==> src/rtl/regfile_pkg.sv <==
// regfile_pkg: shared register-file widths, write-controller states and the address decode helper
package regfile_pkg;
    localparam int NUM_REGS = 32;
    localparam int ADDR_W = 5;
    localparam int DATA_W = 32;
    typedef enum logic [1:0] {
        RUN = 2'b00,
        DRAIN = 2'b01,
        INIT = 2'b10
    } state_e;
    function automatic logic [NUM_REGS-1:0] onehot5to32(input logic [ADDR_W-1:0] a);
        return NUM_REGS'(1) << a;
    endfunction
endpackage

==> src/rtl/regfile_write_ctrl_wr_fifo.sv <==
// wr_fifo: synchronous FIFO with extra-MSB pointers so full/empty fall out of a single compare
module wr_fifo #(
    parameter int DEPTH = 2,
    parameter int W = 37
) (
    input  logic                     clk_i,
    input  logic                     clr_i,
    input  logic                     push_i,
    input  logic                     pop_i,
    input  logic [W-1:0]             din_i,
    output logic [W-1:0]             dout_o,
    output logic                     full_o,
    output logic                     empty_o,
    output logic [$clog2(DEPTH):0]   count_o
);
    localparam int AW = $clog2(DEPTH);
    logic [W-1:0] mem_q [DEPTH];
    logic [AW:0] wptr_q, wptr_d, rptr_q, rptr_d;
    logic do_push, do_pop;
    assign full_o = (wptr_q[AW] != rptr_q[AW]) && (wptr_q[AW-1:0] == rptr_q[AW-1:0]);
    assign empty_o = wptr_q == rptr_q;
    assign count_o = wptr_q - rptr_q;
    assign dout_o = mem_q[rptr_q[AW-1:0]];
    assign do_push = push_i && !full_o;
    assign do_pop = pop_i && !empty_o;
    assign wptr_d = wptr_q + (AW+1)'(do_push);
    assign rptr_d = rptr_q + (AW+1)'(do_pop);
    always_ff @(posedge clk_i) begin
        if (!clr_i) begin
            wptr_q <= '0;
            rptr_q <= '0;
        end else begin
            wptr_q <= wptr_d;
            rptr_q <= rptr_d;
        end
    end
    always_ff @(posedge clk_i) begin
        if (do_push) mem_q[wptr_q[AW-1:0]] <= din_i;
    end
endmodule

==> src/rtl/regfile_write_ctrl.sv <==
// regfile_write_ctrl: buffered write-back front end for the register file with a zero-fill sequencer
module regfile_write_ctrl
    import regfile_pkg::*;
#(
    parameter int DEPTH = 2,
    parameter bit INIT_ON_RESET = 1'b1
) (
    input  logic                clk_i,
    input  logic                clr_i,
    input  logic                wr_valid_i,
    output logic                wr_ready_o,
    input  logic [ADDR_W-1:0]   wr_addr_i,
    input  logic [DATA_W-1:0]   wr_data_i,
    input  logic                init_req_i,
    output logic                busy_o,
    output logic [DATA_W-1:0]   write_o,
    output logic [NUM_REGS-1:0] en_o
);
    localparam int AW = $clog2(DEPTH);
    state_e state_q, state_d;
    logic [ADDR_W-1:0] cnt_q, cnt_d;
    logic [NUM_REGS-1:0] en_q, en_d;
    logic [DATA_W-1:0] write_q, write_d;
    logic wr_ready_q, wr_ready_d;
    logic push, pop, full, empty;
    logic [AW:0] count, occ_d;
    logic [ADDR_W-1:0] head_addr;
    logic [DATA_W-1:0] head_data;
    assign push = wr_valid_i && wr_ready_q && !full;
    assign pop = (state_q != INIT) && !empty;
    wr_fifo #(
        .DEPTH(DEPTH),
        .W(ADDR_W + DATA_W)
    ) u_fifo (
        .clk_i(clk_i),
        .clr_i(clr_i),
        .push_i(push),
        .pop_i(pop),
        .din_i({wr_addr_i, wr_data_i}),
        .dout_o({head_addr, head_data}),
        .full_o(full),
        .empty_o(empty),
        .count_o(count)
    );
    // DRAIN leaves on the edge of its last pop so the fill follows the queued writes without a gap
    always_comb begin
        state_d = state_q;
        cnt_d = cnt_q;
        en_d = '0;
        write_d = write_q;
        occ_d = count + (AW+1)'(push) - (AW+1)'(pop);
        if (pop) begin
            en_d = (head_addr == '0) ? '0 : onehot5to32(head_addr);
            write_d = head_data;
        end
        if (state_q == INIT) begin
            en_d = onehot5to32(cnt_q);
            write_d = '0;
            cnt_d = cnt_q + ADDR_W'(1);
            state_d = (cnt_q == ADDR_W'(NUM_REGS - 1)) ? RUN : INIT;
        end else if (state_q == DRAIN) begin
            cnt_d = ADDR_W'(1);
            state_d = (occ_d == '0) ? INIT : DRAIN;
        end else begin
            state_d = init_req_i ? DRAIN : RUN;
        end
        wr_ready_d = (state_d == RUN) && (occ_d != (AW+1)'(DEPTH));
    end
    always_ff @(posedge clk_i) begin
        if (!clr_i) begin
            state_q <= INIT_ON_RESET ? INIT : RUN;
            cnt_q <= ADDR_W'(1);
            en_q <= '0;
            write_q <= '0;
            wr_ready_q <= 1'b0;
        end else begin
            state_q <= state_d;
            cnt_q <= cnt_d;
            en_q <= en_d;
            write_q <= write_d;
            wr_ready_q <= wr_ready_d;
        end
    end
    assign wr_ready_o = wr_ready_q;
    assign busy_o = state_q != RUN;
    assign write_o = write_q;
    assign en_o = en_q;
endmodule

==> config.mk <==
export PLATFORM = sky130hd
export DESIGN_NAME = regfile_write_ctrl
export DESIGN_NICKNAME = d
export VERILOG_FILES = /design/src/rtl/regfile_pkg.sv /design/src/rtl/regfile_write_ctrl_wr_fifo.sv /design/src/rtl/regfile_write_ctrl.sv
export SDC_FILE = /design/constraint.sdc
export NUM_CORES = 1
export LEC_CHECK = 0
export CORE_AREA = 2 2 108 110
export DETAILED_ROUTE_END_ITERATION = 16
export DIE_AREA = 0 0 110 112
export PLACE_DENSITY = 0.79
export REMOVE_ABC_BUFFERS = 1
export SLEW_MARGIN = 20
export SYNTH_ARGS = -nofsm -noshare
export SYNTH_HDL_FRONTEND = slang
export SYNTH_SLANG_ARGS = --single-unit
==> constraint.sdc <==
create_clock -name clk_i -period 2.9 [get_ports clk_i]
set_input_delay 0.87 -clock clk_i [delete_from_list [all_inputs] [get_ports clk_i]]
set_output_delay 0.87 -clock clk_i [all_outputs]
set_load 0.1 [all_outputs]
### Word level (Yosys, flattened, before mapping)

Memories as Yosys holds them, arrays and structs flattened. A register that Yosys moved wholly into a read port is not among the register bits.
Index checks and enable logic that the tools add are counted.

| storage, ports and cells | value |
|---|---|
| logic and storage cells | 53 |
| memories kept | 1 |
| input bits | 41 |
| flip-flop bits (word level) | 76 |
| bits in writable memories | 74 |

Memory list:

| name | words | width | read ports | clocked after Yosys merged registers in | wr ports | RTL line | text |
|---|---|---|---|---|---|---|---|
| u_fifo.mem_q | 2 | 37 | 1 | 1 | 1 | regfile_write_ctrl_wr_fifo.sv:17 | `logic [W-1:0] mem_q [DEPTH];` |

| operators by class | value |
|---|---|
| bitwise operators | 1 |
| shifts and indexed selects | 2 |
| eq/ne operators | 8 |
| $add $sub $neg | 6 |
| reductions and logical operators | 15 |
| muxes and demuxes | 13 |

Operators with widths:

| operator | number |
|---|---|
| $mux 32 | 3 |
| $shl 1x5->32 const A | 2 |
| $mux 5 | 2 |
| $mux 2 | 4 |
| $logic_and 1x1->1 | 7 |
| $add 2x1->2 | 3 |
| $add 5x1->5 const B | 1 |
| $eq 5x5->1 const B | 1 |
| $logic_not 5->1 | 1 |
| $logic_not 2->1 | 2 |
| $mux 1 | 4 |
| $ne 2x2->1 const B | 2 |
| $reduce_bool 2->1 | 2 |
| $eq 2x1->1 const B | 1 |
| $eq 2x2->1 | 1 |
| $eq 2x2->1 const B | 1 |
| $logic_not 1->1 | 2 |
| $reduce_or 2->1 | 1 |
| $sub 2x1->2 | 1 |
| $sub 2x2->2 | 1 |
| $eq 1x1->1 | 1 |
| $ne 1x1->1 | 1 |
| $not 1->1 | 1 |

### Logic depth before layout (Yosys ltp)

Gate-level depths: netlist of run 1.

| depth | value |
|---|---|
| depth in word-level cells | 12 |
| depth in mapped cells | 12 |
| depth with buffers taken out | 10 |

### Cells and area by module

Synthesis of run 1 repeated with hierarchy kept, for this count alone.

| unflattened totals | value |
|---|---|
| cells, all modules | 426 |
| area, all modules | 5931.9 µm² |

Modules (own cells, without submodules):

| module | area an instance (µm²) | cells each | times used |
|---|---|---|---|
| wr_fifo | 3071.7 | 139 | 1 |
| regfile_write_ctrl | 2860.2 | 287 | 1 |

### Worst setup path before layout of run 1

Ideal clock, no wire load.

| timing | value |
|---|---|
| path kind | reg2reg |
| start point | reg wr_ready_q (netlist: wr_ready_o) |
| end point | reg u_fifo.wptr_q[1] |
| arrival time | 2.625 ns |
| clock period less this slack | 2.740 ns |
| setup slack | 0.160 ns |
| stages on the path, launching flop included | 6 |
| path buffers | 0 |
| library setup time | 0.115 ns |
| path through | dfxtp_1 nand2_1 a21oi_1 ha_1 xor2_1 and2_1 |

| between the ends | value |
|---|---|
| cells in the longest elaborated chain, start to end | 4 |

RTL lines:

| what | RTL line | text |
|---|---|---|
| from (decl) | regfile_write_ctrl.sv:24 | `logic wr_ready_q, wr_ready_d;` |
| from (signal assigned) | regfile_write_ctrl.sv:81 | `wr_ready_q <= wr_ready_d;` |
| $logic_and 1x1->1 (2 in series) | regfile_write_ctrl.sv:29 | `assign push = wr_valid_i && wr_ready_q && !full;` |
| $logic_and 1x1->1 | regfile_write_ctrl_wr_fifo.sv:24 | `assign do_push = push_i && !full_o;` |
| $add 2x1->2 | regfile_write_ctrl_wr_fifo.sv:26 | `assign wptr_d = wptr_q + (AW+1)'(do_push);` |
| to (signal assigned) | regfile_write_ctrl_wr_fifo.sv:33 | `wptr_q <= wptr_d;` |
| to (decl) | regfile_write_ctrl_wr_fifo.sv:18 | `logic [AW:0] wptr_q, wptr_d, rptr_q, rptr_d;` |

Every way passes these cells.
A chain may end at the register's enable or synchronous reset.

### Worst setup path in the final report of run 1

| timing | value |
|---|---|
| start point | reg u_fifo.wptr_q[1] |
| end point | reg wr_ready_q (netlist: wr_ready_o) |

| between the ends | value |
|---|---|
| cells in the longest elaborated chain, start to end | 12 |
| elaborated cells on any way between the ends | 17 |
| classes of those cells | add/sub (3); eq/ne (3); mux (3); reduce/logical (8) |

RTL lines:

| what | RTL line | text |
|---|---|---|
| $ne 1x1->1 | regfile_write_ctrl_wr_fifo.sv:20 | `assign full_o = (wptr_q[AW] != rptr_q[AW]) && (wptr_q[AW-1:0] == rptr_q[AW-1:0]);` |
| $logic_and 1x1->1 | regfile_write_ctrl_wr_fifo.sv:20 |  |
| $logic_not 1->1 | regfile_write_ctrl.sv:29 |  |
| $logic_and 1x1->1 | regfile_write_ctrl.sv:29 |  |
| $add 2x1->2 | regfile_write_ctrl.sv:51 | `occ_d = count + (AW+1)'(push) - (AW+1)'(pop);` |
| $sub 2x1->2 * | regfile_write_ctrl.sv:51 |  |
| $logic_not 2->1 | regfile_write_ctrl.sv:63 | `state_d = (occ_d == '0) ? INIT : DRAIN;` |
| $mux 2 | regfile_write_ctrl.sv:63 |  |
| $mux 2 | regfile_write_ctrl.sv:61 | `end else if (state_q == DRAIN) begin` |
| $mux 2 | regfile_write_ctrl.sv:56 | `if (state_q == INIT) begin` |
| $logic_not 2->1 | regfile_write_ctrl.sv:67 | `wr_ready_d = (state_d == RUN) && (occ_d != (AW+1)'(DEPTH));` |
| $logic_and 1x1->1 * | regfile_write_ctrl.sv:67 |  |

Mark *: on every way between the ends. The rest lies on a longest branch, timed or not.

==> run_results.csv, run 1 <==
group,metric,value,unit
timing,hold_violations,0,
die,core_area,11200,um^2
timing,setup_viol_count_final,0,
power_and_ir_drop,power_density,610,nW/um^2
grt,grt_pass1_vias,3820,
die,start_util,0.510,
detailed_routing,drtAntennaViolNets,0,
power_and_ir_drop,power_frac_comb,0.040,
min_path,min_from,"write_o[4]",
critical_path,cp.buffers_inverters,1,
power_and_ir_drop,internal-power,3.51,mW
logic_synthesis,synth.area.top_cells,"edfxtp_1, dfxtp_1, mux2i_1",
critical_path,r2r-end,"wr_ready_o",
timing,grt_setup_unrepaired,"no",
timing,drv_slew,0,
power_and_ir_drop,p_clk_frac,0.457,
clock_tree,cts_tree,"yes",
cells_and_area,area_growth,28.9,%
timing,slew_headroom,0.488,
critical_path,worstSetupPathType,"flip-flop to flip-flop",
power_and_ir_drop,p_leak,2.62,nW
grt,gr-total-overflow,0,
grt,grt_max_degree,39,
grt,met2_usage,0.325,
timing,fin_ws,264,ps
critical_path,worstPathCellList,"xnor2_1 > inv_1 > a21oi_1 > fa_1 > ha_1 > xor2_1 > xnor2_1 > nor2_1 > nor3_1",
detailed_routing,drc_errors,0,
placement,postPlaceCellArea,6780,um^2
critical_path,path_delay_family,"XOR/XNOR gates",
grt,grt_util_met3,0.0638,
cells_and_area,nets,618,
critical_path,ff2ff_path_depth,9,
timing,period_share,0.909,
cells_and_area,final_cells,717,
cells_and_area,final_cell_mix,"dfxtp_1, edfxtp_1, buf_4, nor2_1, clkdlybuf4s50_1",
clock_tree,htree_levels,4,
clock_tree,cts_inserted_buffers,17,
cells_and_area,antenna_cells,0,
clock_tree,cts_post_setup_buffers_inserted,0,
cells_and_area,fin_area,7340,um^2
timing,worstMarginPinSlew,759,ps
cells_and_area,nFillCells,827,
critical_path,timing.rr.start,"u_fifo.wptr_q[1]",
power_and_ir_drop,power_frac_seq,0.504,
detailed_routing,drt-pass1-iter-count,5,
clock_tree,path_clk_slew,60,ps
die,rows,39,
detailed_routing,vias,3904,
detailed_routing,wl,11700,um
power_and_ir_drop,netSwitchingFraction,0.216,
status,outcome,"finished clean",
critical_path,worst-path-stages,9,
critical_path,cp_max_fo,7,
logic_synthesis,yosysTopAreaCellShare,0.390,
logic_synthesis,yosysUniqueCellTypes,38,
timing,fin_skew,9.99,ps
die,ioPinCount,107,
die,fp.dieArea,12300,um^2
grt,grt_pass1_wl,18700,um
clock_tree,clock_latency,410,ps
die,die_w,110,um
cells_and_area,drive_above_1_share,0.193,
critical_path,worst_ep_arrival_time,2970,ps
logic_synthesis,syn-cell-area,5690,um^2
logic_synthesis,avgSynthCellArea,12.7,um^2
min_path,whs_path_depth,2,
logic_synthesis,yosys.area.top_type,"edfxtp_1",
timing,period_needed,2640,ps
detailed_routing,wl_per_cell,16.4,um
min_path,hp-class,"flip-flop to flip-flop",
timing,fmax,379,MHz
power_and_ir_drop,p_switching,0.965,mW
critical_path,max_stage_delay,580,ps
logic_synthesis,synth-seq-area-share,0.661,
grt,met1_usage,0.250,
clock_tree,clk_path_buf_depth,2,
cells_and_area,layout_commonest_cell,"dfxtp_1",
detailed_routing,viasPerCell,5.44,
critical_path,cp-start-kind,"flip-flop",
clock_tree,cts_root_buffer,"clkbuf_16",
die,die_y,112,um
grt,grt.total_usage,0.201,
critical_path,cp-end-kind,"flip-flop",
placement,preCtsSetupSlack,-46.0,ps
logic_synthesis,yosysWarnings,0,
detailed_routing,first_iter_violations,192,
logic_synthesis,ys_seq_elements,151,
critical_path,required,3230,ps
placement,io_buffers,106,
critical_path,crit_top_cell,"xnor2_1",
min_path,hold_end,"write_o[4]",
placement,hpwl,7820,um
clock_tree,cts_resized,0,
critical_path,worst-r2r-setup-slack,260,ps
power_and_ir_drop,ir_worst_vdd,0.410,mV
placement,gp_congestion,0.864,
run,maxCapViolCount,0,
grt,antenna_found_initial,0,
grt,grt-busiest-layer,"met2",
clock_tree,cts_sinks,151,
critical_path,critPathSlowestCell,"xnor2_1",
clock_tree,ctsHoldBuffers,0,
logic_synthesis,synthCells,448,
placement,dp.cells,685,
cell type report:
cell class / count / area, um^2 / share of cell area
Sequential cell: 151 / 3760 / 0.513
Multi-Input combinational cell: 261 / 1800 / 0.245
Timing Repair Buffer: 114 / 981 / 0.134
Clock buffer: 19 / 433 / 0.0590
Tap cell: 143 / 179 / 0.0244
Clock inverter: 13 / 124 / 0.0169
Inverter: 16 / 60.1 / 0.00819
how the worst max path moves through the flow:
| stage | from | to | slack [ps] |
|---|---|---|---|
| 2_1_floorplan | state_q[0] | state_q[1] | -840 |
| 3_3_place_gp | wr_valid_i | state_q[1] | 20 |
| 3_5_place_dp | wr_valid_i | wr_ready_o | -50 |
| 4_1_cts | u_fifo.wptr_q[1] | state_q[0] | 290 |
| 5_1_grt | u_fifo.wptr_q[1] | wr_ready_o | 50 |
| 6_report | u_fifo.wptr_q[1] | wr_ready_o | 260 |
synth_stat cells:
library cell  instances
a211oi_1             34
nand2b_1              8
a21oi_1               3
fa_1                  1
edfxtp_1             74
a2bb2oi_1             2
o21ai_0              14
xnor2_1               3
a32o_1                1
a311oi_1              1
and3_1                2
o32ai_1              10
nand3_1               8
inv_1                16
a32oi_1               3
a41o_1                1
mux2i_1              33
or2_2                 1
nor2_1               42
nor3b_1               1
clkbuf_1             12
nor3_1                1
a21boi_0              4
mux2_4                1
ha_1                 15
o32ai_2               1
nand2_1              36
or2b_1                2
and2_1                8
or4b_4                1
nand4_1               1
dfxtp_1              77
buf_2                 7
nor2b_1               6
xor2_1                3
o22ai_1              13
buf_6                 1
and3b_1               1
power groups by stage:
stage                     clock network, mW  logic (mW)  registers [mW]
after floorplan                           0      0.0432            2.34
after global placement                    0       0.173            2.30
after detailed placement                  0       0.175            2.30
after CTS                              2.08       0.176            2.25
after global routing                   2.16       0.190            2.25
final                                  2.04       0.178            2.25
worst register-to-register path, cell delays in order (launching register included):
cell and delay [ps]:
dfxtp_1 330, xnor2_1 580, inv_1 110, a21oi_1 230
fa_1 460, ha_1 200, xor2_1 150, xnor2_1 260
nor2_1 70, nor3_1 180
state kept, by name (all words and copies together), names as in the netlist, named ones only:
register       cells
u_fifo.mem_q      74
en_o              32
state_q            2
u_fifo.wptr_q      2
u_fifo.rptr_q      2
cnt_q              5
wr_ready_o         1
write_o           32
per-layer routing:
layer,up-vias,routed length [um]
met5,-,0
li1,1867,-
met4,0,157
met1,1865,4830
met3,15,880
met2,157,5880
logic make-up after synthesis:
family          after synthesis  share of synthesized area
flops                       151                      0.661
simple gates                118                     0.0958
compound gates               87                      0.110
buf+inv                      36                     0.0266
mux                          34                     0.0606
fa+ha+maj                    16                     0.0365
xor+xnor                      6                    0.00923
through the flow:
stage          utilization  hold WS, ps  total power, mW  setup TNS [ps]
3_3_place_gp         0.607          489             2.47               0
6_report             0.657          498             4.48               0
2_1_floorplan            -          532             2.38           -2610
3_5_place_dp         0.607          494             2.48            -122
4_1_cts              0.657          502             4.51               0
5_1_grt              0.657          524             4.60               0
(Power assumes the default switching activity.)
==> run 2: changes to the inputs <==
--- a/config.mk
+++ b/config.mk
@@ -5,12 +5,13 @@
 export SDC_FILE = /design/constraint.sdc
 export NUM_CORES = 1
 export LEC_CHECK = 0
-export CORE_AREA = 2 2 108 110
+export CORE_AREA = 2 2 106 108
+export CTS_BUF_LIST = sky130_fd_sc_hd__clkbuf_4
 export DETAILED_ROUTE_END_ITERATION = 16
-export DIE_AREA = 0 0 110 112
-export PLACE_DENSITY = 0.79
+export DIE_AREA = 0 0 108 110
+export PLACE_DENSITY_LB_ADDON = 0.3
 export REMOVE_ABC_BUFFERS = 1
-export SLEW_MARGIN = 20
+export SLEW_MARGIN = 10
 export SYNTH_ARGS = -nofsm -noshare
 export SYNTH_HDL_FRONTEND = slang
 export SYNTH_SLANG_ARGS = --single-unit
==> run 2 against run 1 <==
Final area fell by 3.8%. Worst hold slack improved by 8.7 ps. Sequential power barely moved. Non-clock buffer count rose by 2. Die area fell by 3.6%. Register-to-register slack improved by 200 ps. Via count fell by 1.7%. Flip-flop and latch count did not move. Critical path depth fell by 2. Routed wire length fell by 1.7%. Largest power group unchanged.
==> run_results.csv, run 2 (same netlist as run 1, synthesis figures left out) <==
group,metric,value,unit
min_path,hp-class,"flip-flop to flip-flop",
timing,period_needed,2430,ps
grt,grt_pass1_vias,3894,
power_and_ir_drop,power,3.60,mW
grt,grt.total_usage,0.209,
cells_and_area,drive_above_1_share,0.201,
cells_and_area,nets,620,
detailed_routing,first_iter_violations,214,
critical_path,required,3330,ps
detailed_routing,drc_errors,0,
timing,period_share,0.839,
detailed_routing,wl,11500,um
die,die_y,110,um
power_and_ir_drop,power_density,510,nW/um^2
detailed_routing,vias,3837,
critical_path,cp-start-kind,"flip-flop",
clock_tree,ctsHoldBuffers,0,
timing,fin_skew,12.5,ps
die,core_area,10700,um^2
timing,fmax,411,MHz
run,maxCapViolCount,0,
critical_path,timing.rr.start,"u_fifo.wptr_q[0]",
clock_tree,cts_post_setup_buffers_inserted,0,
die,start_util,0.532,
clock_tree,clock_latency,530,ps
clock_tree,cts_tree,"yes",
power_and_ir_drop,ir_worst_vdd,0.319,mV
timing,grt_setup_unrepaired,"no",
die,die_w,108,um
timing,drv_slew,0,
cells_and_area,layout_commonest_cell,"dfxtp_1",
detailed_routing,drt-pass1-iter-count,4,
die,rows,38,
clock_tree,path_clk_slew,120,ps
critical_path,cp-end-kind,"flip-flop",
clock_tree,htree_levels,4,
timing,fin_ws,466,ps
critical_path,worstSetupPathType,"flip-flop to flip-flop",
placement,gp_congestion,0.876,
clock_tree,cts_sinks,151,
die,ioPinCount,107,
placement,io_buffers,106,
clock_tree,cts_root_buffer,"clkbuf_4",
min_path,min_from,"write_o[7]",
clock_tree,cts_inserted_buffers,17,
timing,hold_violations,0,
grt,grt_pass1_wl,18700,um
detailed_routing,drtAntennaViolNets,0,
grt,grt_max_degree,39,
clock_tree,cts_resized,0,
timing,worstMarginPinSlew,791,ps
critical_path,cp_max_fo,6,
critical_path,worst_ep_arrival_time,2870,ps
timing,slew_headroom,0.469,
cells_and_area,largest_reg_flops,74,
die,fp.dieArea,11900,um^2
grt,gr-total-overflow,0,
grt,antenna_found_initial,0,
detailed_routing,viasPerCell,5.36,
placement,hpwl,8010,um
placement,preCtsSetupSlack,-59.2,ps
cells_and_area,final_cell_mix,"dfxtp_1, buf_4, edfxtp_1, nor2_1, clkdlybuf4s50_1",
critical_path,worst-r2r-setup-slack,470,ps
cells_and_area,area_growth,24.0,%
cells_and_area,utilization,0.660,
detailed_routing,wl_per_cell,16.1,um
status,outcome,"finished clean",
critical_path,startpoint,"u_fifo.wptr_q[0]",
clock_tree,clk_path_buf_depth,2,
cells_and_area,antenna_cells,0,
power_and_ir_drop,p_leak,2.50,nW
timing,setup_viol_count_final,0,
run 2: cell type report:
type	instances	area, um^2
Timing Repair Buffer	116	996
Multi-Input combinational cell	261	1800
Sequential cell	151	3760
Fill cell	795	3640
Inverter	16	60.1
Clock inverter	14	128
Tap cell	140	175
Clock buffer	18	135
run 2: worst max-delay path: stages, from the launching register on:
cell      delay [ps]
dfxtp_1          370
xnor2_1          510
a21oi_1          200
fa_1             460
ha_1             200
xor2_1           150
xnor2_1          160
a311oi_1         300
run 2: stage by stage:
stage                     hold slack [ps]  cells  TNS [ps]  area (um^2)
after global placement                489    684         0         6790
final                                 506    716         0         7060
after detailed placement              492    684      -150         6790
after floorplan                       532    428     -2610         5600
after CTS                             508    716         0         7050
after global routing                  531    716         0         7060
run 2: final timing paths:
kind                end  cells past startpoint
max reg2reg  state_q[0]                      7
min reg2reg  write_o[7]                      2
min          write_o[7]                      2
max          state_q[0]                      7
run 2: routing by layer:
metal,track usage,part of all wire
met1,0.250,0.41
met2,0.359,0.51
met3,0.0582,0.066
met4,0.0870,0.015
met5,0,0
run 2: where the power goes:
group	internal (mW)	switching (mW)
clock network	0.440	0.733
registers	2.24	0.0105
logic	0.0780	0.0993
total	2.76	0.843
